File: src/rtl/tm1638_pkg.sv
// Shared constants and FSM state type for the TM1638 frame sender.
package tm1638_pkg;

    localparam logic [7:0] CMD_DATA_AUTO = 8'h40;
    localparam logic [7:0] CMD_ADDR0     = 8'hC0;
    localparam logic [7:0] CMD_DISP      = 8'h80;
    localparam int unsigned FRAME_BYTES  = 19;

    typedef enum logic [1:0] {
        StIdleGap,
        StStbSetup,
        StBits,
        StStbHold
    } state_e;

endpackage

File: src/rtl/tm1638_byte_shifter.sv
// Free-running half-period timer plus LSB-first byte shifter driving the serial clock and data.
module tm1638_byte_shifter #(
    parameter int unsigned half = 1
) (
    input  logic       clk,
    input  logic       rst,
    input  logic       start,
    input  logic [7:0] data,
    output logic       tick,
    output logic       done,
    output logic       sclk,
    output logic       sdata
);

    localparam int unsigned cw = (half > 1) ? $clog2(half) : 1;

    logic [cw-1:0] cnt_q;
    logic          active_q;
    logic          phase_hi_q;
    logic [2:0]    bit_q;
    logic [6:0]    shreg_q;

    // Every FSM interval is a whole number of half-periods, so one timer paces everything.
    assign tick = (cnt_q == cw'(half - 1));
    assign done = tick && active_q && phase_hi_q && (bit_q == 3'd7);

    always_ff @(posedge clk or negedge rst) begin
        if (!rst) begin
            cnt_q      <= '0;
            active_q   <= 1'b0;
            phase_hi_q <= 1'b0;
            bit_q      <= 3'd0;
            shreg_q    <= 7'd0;
            sclk       <= 1'b1;
            sdata      <= 1'b1;
        end else begin
            cnt_q <= tick ? '0 : cnt_q + 1'b1;
            if (tick) begin
                // A start on the final high half chains the next byte with no gap.
                if (start) begin
                    active_q   <= 1'b1;
                    phase_hi_q <= 1'b0;
                    bit_q      <= 3'd0;
                    sclk       <= 1'b0;
                    sdata      <= data[0];
                    shreg_q    <= data[7:1];
                end else if (active_q && !phase_hi_q) begin
                    sclk       <= 1'b1;
                    phase_hi_q <= 1'b1;
                end else if (active_q) begin
                    if (bit_q != 3'd7) begin
                        bit_q      <= bit_q + 3'd1;
                        sclk       <= 1'b0;
                        phase_hi_q <= 1'b0;
                        sdata      <= shreg_q[0];
                        shreg_q    <= {1'b0, shreg_q[6:1]};
                    end else begin
                        active_q <= 1'b0;
                        sdata    <= 1'b1;
                    end
                end
            end
        end
    end

endmodule

File: src/rtl/tm1638_frame_sender.sv
// Continuously refreshes a TM1638 from snapshotted segment, LED and brightness inputs.
module tm1638_frame_sender
    import tm1638_pkg::*;
#(
    parameter int unsigned clk_mhz  = 50,
    parameter int unsigned sclk_khz = 500,
    parameter int unsigned w_digit  = 8,
    parameter int unsigned w_seg    = 8
) (
    input  logic               clk,
    input  logic               rst,
    input  logic [w_seg-1:0]   hex [w_digit],
    input  logic [w_digit-1:0] leds,
    input  logic [2:0]         brightness,
    input  logic               display_on,
    output logic               sio_stb,
    output logic               sio_clk,
    output logic               sio_data,
    output logic               busy,
    output logic               frame_done
);

    localparam int unsigned half = clk_mhz * 1000 / (2 * sclk_khz);
    localparam logic [4:0]  last_idx = 5'(FRAME_BYTES - 1);

    if (half < 1) begin : g_bad_half
        $error("tm1638_frame_sender: serial half-period is below one clock cycle");
    end
    if (sclk_khz > 1000 || w_digit < 1 || w_digit > 8) begin : g_bad_param
        $error("tm1638_frame_sender: sclk_khz or w_digit out of range");
    end

    state_e             state_q;
    logic [4:0]         idx_q;
    logic               gap_half_q;
    logic [w_seg-1:0]   sh_hex_q [w_digit];
    logic [w_digit-1:0] sh_leds_q;
    logic [2:0]         sh_bri_q;
    logic               sh_on_q;

    logic       tick;
    logic       done;
    logic       start;
    logic       ends_txn;
    logic [4:0] sel_idx;
    logic [4:0] grid_idx;
    logic [7:0] tx_byte;

    assign busy     = ~sio_stb;
    assign ends_txn = (idx_q == 5'd0) || (idx_q == 5'd17) || (idx_q == last_idx);
    assign start    = tick && ((state_q == StStbSetup) ||
                               ((state_q == StBits) && done && !ends_txn));

    // While shifting, the byte being loaded is the one after the current index.
    always_comb begin
        sel_idx  = (state_q == StBits) ? idx_q + 5'd1 : idx_q;
        grid_idx = (sel_idx - 5'd2) >> 1;
        tx_byte  = 8'h00;
        if (sel_idx == 5'd0) begin
            tx_byte = CMD_DATA_AUTO;
        end else if (sel_idx == 5'd1) begin
            tx_byte = CMD_ADDR0;
        end else if (sel_idx == last_idx) begin
            tx_byte = CMD_DISP | {4'b0000, sh_on_q, sh_bri_q};
        end else begin
            for (int g = 0; g < int'(w_digit); g++) begin
                if (32'(grid_idx) == g) begin
                    tx_byte = sel_idx[0] ? {7'b0, sh_leds_q[g]} : 8'(sh_hex_q[g]);
                end
            end
        end
    end

    tm1638_byte_shifter #(
        .half (half)
    ) u_shifter (
        .clk   (clk),
        .rst   (rst),
        .start (start),
        .data  (tx_byte),
        .tick  (tick),
        .done  (done),
        .sclk  (sio_clk),
        .sdata (sio_data)
    );

    always_ff @(posedge clk or negedge rst) begin
        if (!rst) begin
            state_q    <= StIdleGap;
            idx_q      <= 5'd0;
            gap_half_q <= 1'b0;
            sio_stb    <= 1'b1;
            frame_done <= 1'b0;
            for (int g = 0; g < int'(w_digit); g++) sh_hex_q[g] <= '0;
            sh_leds_q  <= '0;
            sh_bri_q   <= 3'd0;
            sh_on_q    <= 1'b0;
        end else begin
            frame_done <= 1'b0;
            unique case (state_q)
                StIdleGap: begin
                    if (tick) begin
                        if (!gap_half_q) begin
                            gap_half_q <= 1'b1;
                        end else begin
                            gap_half_q <= 1'b0;
                            if (idx_q == 5'd0) begin
                                sh_hex_q  <= hex;
                                sh_leds_q <= leds;
                                sh_bri_q  <= brightness;
                                sh_on_q   <= display_on;
                            end
                            sio_stb <= 1'b0;
                            state_q <= StStbSetup;
                        end
                    end
                end
                StStbSetup: begin
                    if (tick) state_q <= StBits;
                end
                StBits: begin
                    if (done) begin
                        if (ends_txn) state_q <= StStbHold;
                        else          idx_q   <= idx_q + 5'd1;
                    end
                end
                StStbHold: begin
                    if (tick) begin
                        sio_stb <= 1'b1;
                        state_q <= StIdleGap;
                        if (idx_q == last_idx) begin
                            idx_q      <= 5'd0;
                            frame_done <= 1'b1;
                        end else begin
                            idx_q <= idx_q + 5'd1;
                        end
                    end
                end
                default: state_q <= StIdleGap;
            endcase
        end
    end

endmodule

File: config.mk
export PLATFORM = sky130hd
export DESIGN_NAME = tm1638_frame_sender
export DESIGN_NICKNAME = d
export VERILOG_FILES = /design/src/rtl/tm1638_pkg.sv /design/src/rtl/tm1638_byte_shifter.sv /design/src/rtl/tm1638_frame_sender.sv
export SDC_FILE = /design/constraint.sdc
export NUM_CORES = 1
export LEC_CHECK = 0
export CAP_MARGIN = 0
export CORE_MARGIN = 2
export CORE_UTILIZATION = 49
export DETAILED_ROUTE_END_ITERATION = 6
export PLACE_DENSITY = 0.82
export SLEW_MARGIN = 20
export SYNTH_ARGS = -nofsm -noshare
export SYNTH_HDL_FRONTEND = slang
export SYNTH_HIERARCHICAL = 1
export SYNTH_SLANG_ARGS = --single-unit
File: constraint.sdc
create_clock -name clk -period 2.4 [get_ports clk]
set_input_delay 0.72 -clock clk [delete_from_list [all_inputs] [get_ports clk]]
set_output_delay 0.72 -clock clk [all_outputs]
set_load 0.02 [all_outputs]
# [Word level (Yosys, flattened, before mapping)]
# Index checks and enable logic that the tools add are counted.
[classes] eq_ne=25 mux=61 bitwise=1 addsub=4 n_reduce_logical=31
[ops] op="2-to-1 mux 8 bit" n=19
[ops] op="2-to-1 mux 7 bit" n=4
[ops] op="2-to-1 mux 5 bit" n=5
[ops] op="2-to-1 mux 1 bit" n=19
[ops] op="== test 4 x 3 -> 1 bit, second input constant" n=4
[ops] op="!= test 2 bit, second input constant" n=8
[ops] op="AND reduction 4 bit" n=4
[ops] op="== test 5 bit, second input constant" n=3
[ops] op="logical NOT 5 bit" n=3
[ops] op="2-to-1 mux 2 bit" n=6
[ops] op="2-to-1 mux 3 bit" n=4
[ops] op="case mux 5 bit (2 select lines)" n=1
[ops] op="== test 4 x 2 -> 1 bit, second input constant" n=2
[ops] op="case mux 2 bit (4 select lines)" n=1
[ops] op="nonzero test 2 bit" n=4
[ops] op="logical AND 1 bit" n=7
[ops] op="adder 6 x 1 -> 6 bit, second input constant" n=1
[ops] op="== test 6 bit, second input constant" n=1
[ops] op="2-to-1 mux 6 bit" n=1
[ops] op="AND reduction 3 bit" n=2
[ops] op="AND reduction 6 bit" n=1
[ops] op="nonzero test 3 bit" n=2
[ops] op="adder 5 x 1 -> 5 bit, second input constant" n=1
[ops] op="== test 5 x 1 -> 1 bit, second input constant" n=1
[ops] op="other kinds (13)" n=18
[totals] out_inout_bits=5 reg_bits=106 in_bits=78 word_cells=145

# [Depth between registers and ports, before layout]
[logic_depth] word_depth=16 depth_mapped=14 depth_no_buf=11

# [By module]
# Netlist, hierarchy kept.
[by_module_without_submodules] module="tm1638_frame_sender" area_per_inst_um2=4613.2 n_inst=1 seq_area_each_um2=2153.3 cells_per_inst=405
[by_module_without_submodules] module="tm1638_byte_shifter" area_per_inst_um2=998.5 n_inst=1 seq_area_each_um2=503.0 cells_per_inst=95

# [Least setup slack after synthesis]
# No wires, ideal clock.
[synth_path] path_type="register -> register" from="register idx_q[0]" to="register u_shifter.shreg_q[1]" setup_time_ns=0.127 period_less_slack_ns=2.693 path_buffers=3 path_stages_with_launch=14 required_time_ns=2.273 arrival_ns=2.565 path_slack_ns=-0.293 cell_sequence="dfrtp_1 buf_2 buf_2 inv_1 ha_1 clkbuf_1 inv_1 a31oi_1 nor3_1 a32o_1 a21oi_1 a22oi_1 mux2i_1 o21ai_0"
[synth_via] elab_chain_len=16 word_cells_on_any_way=47 cone_classes="add/sub (2); eq/ne (12); mux (21); reduce/logical (12)"
[synth_lines] item="from (decl)" line="tm1638_frame_sender.sv:34" rtl="logic [4:0] idx_q;"
[synth_lines] item="from (signal assigned)" line="tm1638_frame_sender.sv:124" rtl="else idx_q <= idx_q + 5'd1;"
[synth_lines] item="from (signal assigned)" line="tm1638_frame_sender.sv:135" rtl="idx_q <= idx_q + 5'd1;"
[synth_lines] item="adder 5 x 1 -> 5 bit" line="tm1638_frame_sender.sv:56" rtl="sel_idx = (state_q == StBits) ? idx_q + 5'd1 : idx_q;"
[synth_lines] item="2-to-1 mux 5 bit *" line="tm1638_frame_sender.sv:56"
[synth_lines] item="subtractor 5 x 2 -> 5 bit" line="tm1638_frame_sender.sv:57" rtl="grid_idx = (sel_idx - 5'd2) >> 1;"
[synth_lines] item="logical NOT 5 bit" line="tm1638_frame_sender.sv:67" rtl="if (32'(grid_idx) == g) begin"
[synth_lines] item="2-to-1 mux 8 bit (8 in a row)" line="tm1638_frame_sender.sv:67"
[synth_lines] item="2-to-1 mux 8 bit" line="tm1638_frame_sender.sv:63" rtl="end else if (sel_idx == last_idx) begin"
[synth_lines] item="2-to-1 mux 8 bit" line="tm1638_frame_sender.sv:61" rtl="end else if (sel_idx == 5'd1) begin"
[synth_lines] item="2-to-1 mux 8 bit *" line="tm1638_frame_sender.sv:59" rtl="if (sel_idx == 5'd0) begin"
[synth_lines] item="net tx_byte[2]" line="tm1638_frame_sender.sv:47" rtl="logic [7:0] tx_byte;"
[synth_lines] item="2-to-1 mux 7 bit *" line="tm1638_byte_shifter.sv:40" rtl="if (start) begin"
[synth_lines] item="to (signal assigned)" line="tm1638_byte_shifter.sv:46" rtl="shreg_q <= data[7:1];"
[synth_lines] item="to (signal assigned)" line="tm1638_byte_shifter.sv:56" rtl="shreg_q <= {1'b0, shreg_q[6:1]};"
[synth_lines] item="to (decl)" line="tm1638_byte_shifter.sv:21" rtl="logic [6:0] shreg_q;"
# The timed path passes the listed nets; every way through them passes the cells marked *.
# A chain may end at the register's enable or synchronous reset.

# [Worst setup path after layout]
[layout_path] from="register state_q[0]" to="register u_shifter.sdata"
[layout_via] elab_chain_len=16 word_cells_on_any_way=42 cone_classes="add/sub (1); eq/ne (12); mux (21); reduce/logical (8)"
[layout_lines] item="from (decl)" line="tm1638_frame_sender.sv:33" rtl="state_e state_q;"
[layout_lines] item="from (signal assigned)" line="tm1638_frame_sender.sv:89" rtl="state_q <= StIdleGap;"
[layout_lines] item="from (signal assigned)" line="tm1638_frame_sender.sv:114" rtl="state_q <= StStbSetup;"
[layout_lines] item="from (signal assigned)" line="tm1638_frame_sender.sv:119" rtl="if (tick) state_q <= StBits;"
[layout_lines] item="== test 2 bit *" line="tm1638_frame_sender.sv:56"
[layout_lines] item="2-to-1 mux 5 bit *" line="tm1638_frame_sender.sv:56"
[layout_lines] item="subtractor 5 x 2 -> 5 bit" line="tm1638_frame_sender.sv:57"
[layout_lines] item="logical NOT 5 bit" line="tm1638_frame_sender.sv:67"
[layout_lines] item="2-to-1 mux 8 bit (8 in a row)" line="tm1638_frame_sender.sv:67"
[layout_lines] item="2-to-1 mux 8 bit" line="tm1638_frame_sender.sv:63"
[layout_lines] item="2-to-1 mux 8 bit" line="tm1638_frame_sender.sv:61"
[layout_lines] item="2-to-1 mux 8 bit *" line="tm1638_frame_sender.sv:59"
[layout_lines] item="net tx_byte[0]" line="tm1638_frame_sender.sv:47"
[layout_lines] item="2-to-1 mux 1 bit *" line="tm1638_byte_shifter.sv:40"
[layout_lines] item="to (signal assigned)" line="tm1638_byte_shifter.sv:45" rtl="sdata <= data[0];"
[layout_lines] item="to (signal assigned)" line="tm1638_byte_shifter.sv:55" rtl="sdata <= shreg_q[0];"
[layout_lines] item="to (decl)" line="tm1638_byte_shifter.sv:12" rtl="output logic sdata"
# Marked as above.

==> key figures <==
Timing
  • Fmax: 0.408 GHz
  • Final Critical Period: 2.45 ns
  • Final Skew: 0.00639 ns
  • Tightest Pin Transition: 0.584 ns
  • Slew headroom: 61.1%
  • Final hold viol count: 0
  • RSZ-0062 raised after global routing: true
  • Final setup violation count: 6
  • Worst Hold Slack: 0.384 ns
  • Period Utilization, post-route: 102%
  • Final WS setup: -0.0524 ns
  • Max-slew violations: 0

Floorplan
  • Die Span X: 111 um
  • # rows: 39
  • Ports: 83
  • Die H: 111 um
  • DIE AREA: 0.0123 mm^2
  • CORE AREA: 0.0113 mm^2
  • Initial Utilization: 49.8%

Clock network
  • Reg clk slew, reported paths: 0.07 ns
  • # H-tree levels: 3
  • Post-CTS Hold Buffers: 0
  • Sink Count: 106
  • Clock Tree Root: clkbuf_16
  • CTS buffer count: 9
  • CTS tree: built
  • Worst skew pair latency: 0.36 ns
  • Max clock buf depth: 2

Critical path
  • R2r worst-path depth: 12
  • CP Capture Point: u_shifter/sdata$_DFFE_PN1P_
  • CP Launch Type: flop
  • R2R Setup Slk: -0.05 ns
  • Critical Path RT: 2.67 ns
  • Crit path kind: reg -> reg
  • FF-to-FF End: u_shifter/sdata$_DFFE_PN1P_
  • Crit-path max FO: 7
  • Crit. Startpoint: state_q[0]$_DFFE_PN0P_
  • Worst EP arrival: 2.72 ns
  • Crit. End Element: flop
  • R2R Path Start: state_q[0]$_DFFE_PN0P_

Routing
  • Remaining DRCs: 0
  • Final WL: 15.1 mm
  • WL per Instance: 18.9 um
  • DR vias: 4,593
  • Vias/cell: 5.76
  • First DRT Iteration DRCs: 296
  • DRT Pass-1 Iters: 7
  • Post-route ant nets: 0

Synth
  • Sequential element share of the synthesized area: 47.3%
  • Register bit total from synthesis: 106
  • Synth Instances: 500
  • Asr flop ratio synth: 100%
  • Synthesized cell area: 0.00561 mm^2
  • Syn_area_per_cell: 11.2 um^2
  • Syn nets: 591
  • EDFF count, synth: 0
  • Top FF cell, synth: dfrtp_1
  • Library cells used by synthesis: 72
  • YS warnings: 6

Placement
  • Placed Area: 0.00696 mm^2
  • Placed insts: 756
  • Placer Congestion: 0.929
  • HPWL after DPL: 10.2 mm
  • PortBufs: 82

Layout
  • Antenna cells: 0
  • Fillers: 798
  • Ratio of cells with drive above 1 in the final layout: 38.0%
  • Fin nets: 741
  • Layout Cells excl Fill: 798
  • Commonest non-fill, non-tap cell in the layout: dfrtp_1
  • Most frequent cells in the layout: dfrtp_1 (101), clkdlybuf4s50_1 (81), mux2_2 (78)
  • Final Cell Area: 0.00792 mm^2
  • Syn-to-layout area delta: 41.1%

GRT
  • GRT Total Usage: 24.4%
  • GRT overflow: 0
  • Largest net degree at the start of global routing: 107
  • First-pass GRT wire length: 23.9 mm
  • Number of global-route vias before repair: 4,745
  • Initial antenna violation count: 0

Power and ir drop
  • Clk pwr share: 41.6%
  • PD cells: 464 mW/mm^2
  • P_sw: 826 uW
  • Comb pwr share: 6.7%
  • Reg power frac: 51.6%
  • Leakage: 3.28 nW
  • Internal: 2.85 mW
  • Switch share: 22.5%
  • Worst VDD drop: 559 uV

Run status
  • Failing checks: setup timing
  • Outcome: finished with violations

Run
  • Maxcap violations: 0

Worst hold path
  • Hold Path Class: in -> async
-- area by class of cell --
type | instances | area, um^2 | share of cell area (%)
tap | 143 | 179 | 2.26
clock buffer | 9 | 225 | 2.84
clock inverter | 7 | 88.8 | 1.12
inverter | 15 | 58.8 | 0.743
timing repair buffer | 168 | 1620 | 20.5
sequential | 106 | 2660 | 33.6
multi-input combinational | 350 | 3080 | 38.9
-- logic make-up after synthesis --
| family | Yosys count | synth area share, % |
|---|---|---|
| buffers and inverters | 44 | 4.30 |
| multiplexers | 92 | 18.4 |
| adder cells (fa/ha/maj) | 13 | 2.90 |
| AND/OR/NAND/NOR | 126 | 11.3 |
| AO/OA/AOI/OAI | 105 | 13.4 |
| XOR/XNOR | 14 | 2.32 |
| flip-flops | 106 | 47.3 |
-- registers in the layout, summed over array words and instances, names as in the netlist --
| register | flops |
|---|---|
| u_shifter/bit_q | 3 |
| u_shifter/sdata | 1 |
| sh_bri_q | 3 |
| idx_q | 5 |
| u_shifter/active_q | 1 |
| sio_stb | 1 |
| gap_half_q | 1 |
| u_shifter/sclk | 1 |
| frame_done | 1 |
| u_shifter/phase_hi_q | 1 |
| sh_hex_q | 64 |
| u_shifter/cnt_q | 6 |
| sh_leds_q | 8 |
| u_shifter/shreg_q | 7 |
| state_q | 2 |
| sh_on_q | 1 |
-- per-layer routing --
metal	GRT usage, %	routed length (um)	share of wire [%]	vias up
met5	0	0	0	-
met3	5.03	794	5.3	27
met1	31.9	6360	42	2254
met2	41.1	7640	51	168
li1	-	-	-	2144
met4	7.57	274	1.8	0
-- through the flow --
step	total power, mW	TNS [ns]	setup WS, ns	utilization (%)
after floorplan	1.98	-0.00102	-0.00102	-
after global placement	2.17	-0.149	-0.0809	61.7
after detailed placement	2.18	-0.366	-0.0964	61.7
after CTS	3.70	-0.0245	-0.0245	65.9
after global routing	3.81	-1.40	-0.194	70.2
final	3.67	-0.170	-0.0524	70.2
-- critical path: stages (launching register included) --
cell	delay, ns
dfrtp_1	0.39
inv_2	0.08
ha_4	0.19
buf_12	0.13
nand4_1	0.21
xnor2_2	0.24
buf_6	0.15
buf_4	0.16
nor3_4	0.20
a21oi_1	0.07
a32oi_2	0.21
o21ai_1	0.10
o221ai_1	0.20
-- synth_stat cells, types with 4 or more instances --
master,count,area share (%)
a21oi_1,18,1.6
a22oi_1,6,0.80
a31oi_1,10,1.1
a32oi_1,4,0.62
buf_2,15,1.3
clkbuf_1,4,0.27
dfrtp_1,103,46
ha_1,13,2.9
inv_1,14,0.94
mux2_2,78,16
mux2i_1,13,2.3
nand2_1,37,2.5
nand3_1,26,2.3
nand4_1,6,0.67
nor2_1,23,1.5
nor3_1,10,0.89
o21ai_0,25,2.2
o22ai_1,4,0.45
xnor2_1,10,1.6
-- what timing repair did --
item	4_1_cts	5_1_grt
setup endpoints to repair	10	76
setup buffers	4	17
gates resized for setup	22	77
pin swaps	8	31
gates cloned	2	3
-- power groups by stage --
stage          clock network [mW]  registers, mW  logic (mW)
6_report                     1.53           1.90       0.247
5_1_grt                      1.64           1.90       0.271
4_1_cts                      1.56           1.89       0.249
3_5_place_dp                    0           1.93       0.247
3_3_place_gp                    0           1.93       0.240
2_1_floorplan                   0           1.91      0.0693
-- worst min-delay path by stage --
stage / start / end / slack [ns] / cells past startpoint
after floorplan: rst / frame_done$_DFF_PN0_ / 0.42 / 0
after global placement: u_shifter/sclk$_DFFE_PN1P_ / u_shifter/sclk$_DFFE_PN1P_ / 0.46 / 2
after detailed placement: u_shifter/shreg_q[1]$_DFFE_PN0P_ / u_shifter/shreg_q[1]$_DFFE_PN0P_ / 0.47 / 2
after CTS: rst / frame_done$_DFF_PN0_ / 0.45 / 2
after global routing: rst / frame_done$_DFF_PN0_ / 0.48 / 2
final: rst / idx_q[4]$_DFFE_PN0P_ / 0.38 / 2
(Power assumes the default switching activity.)
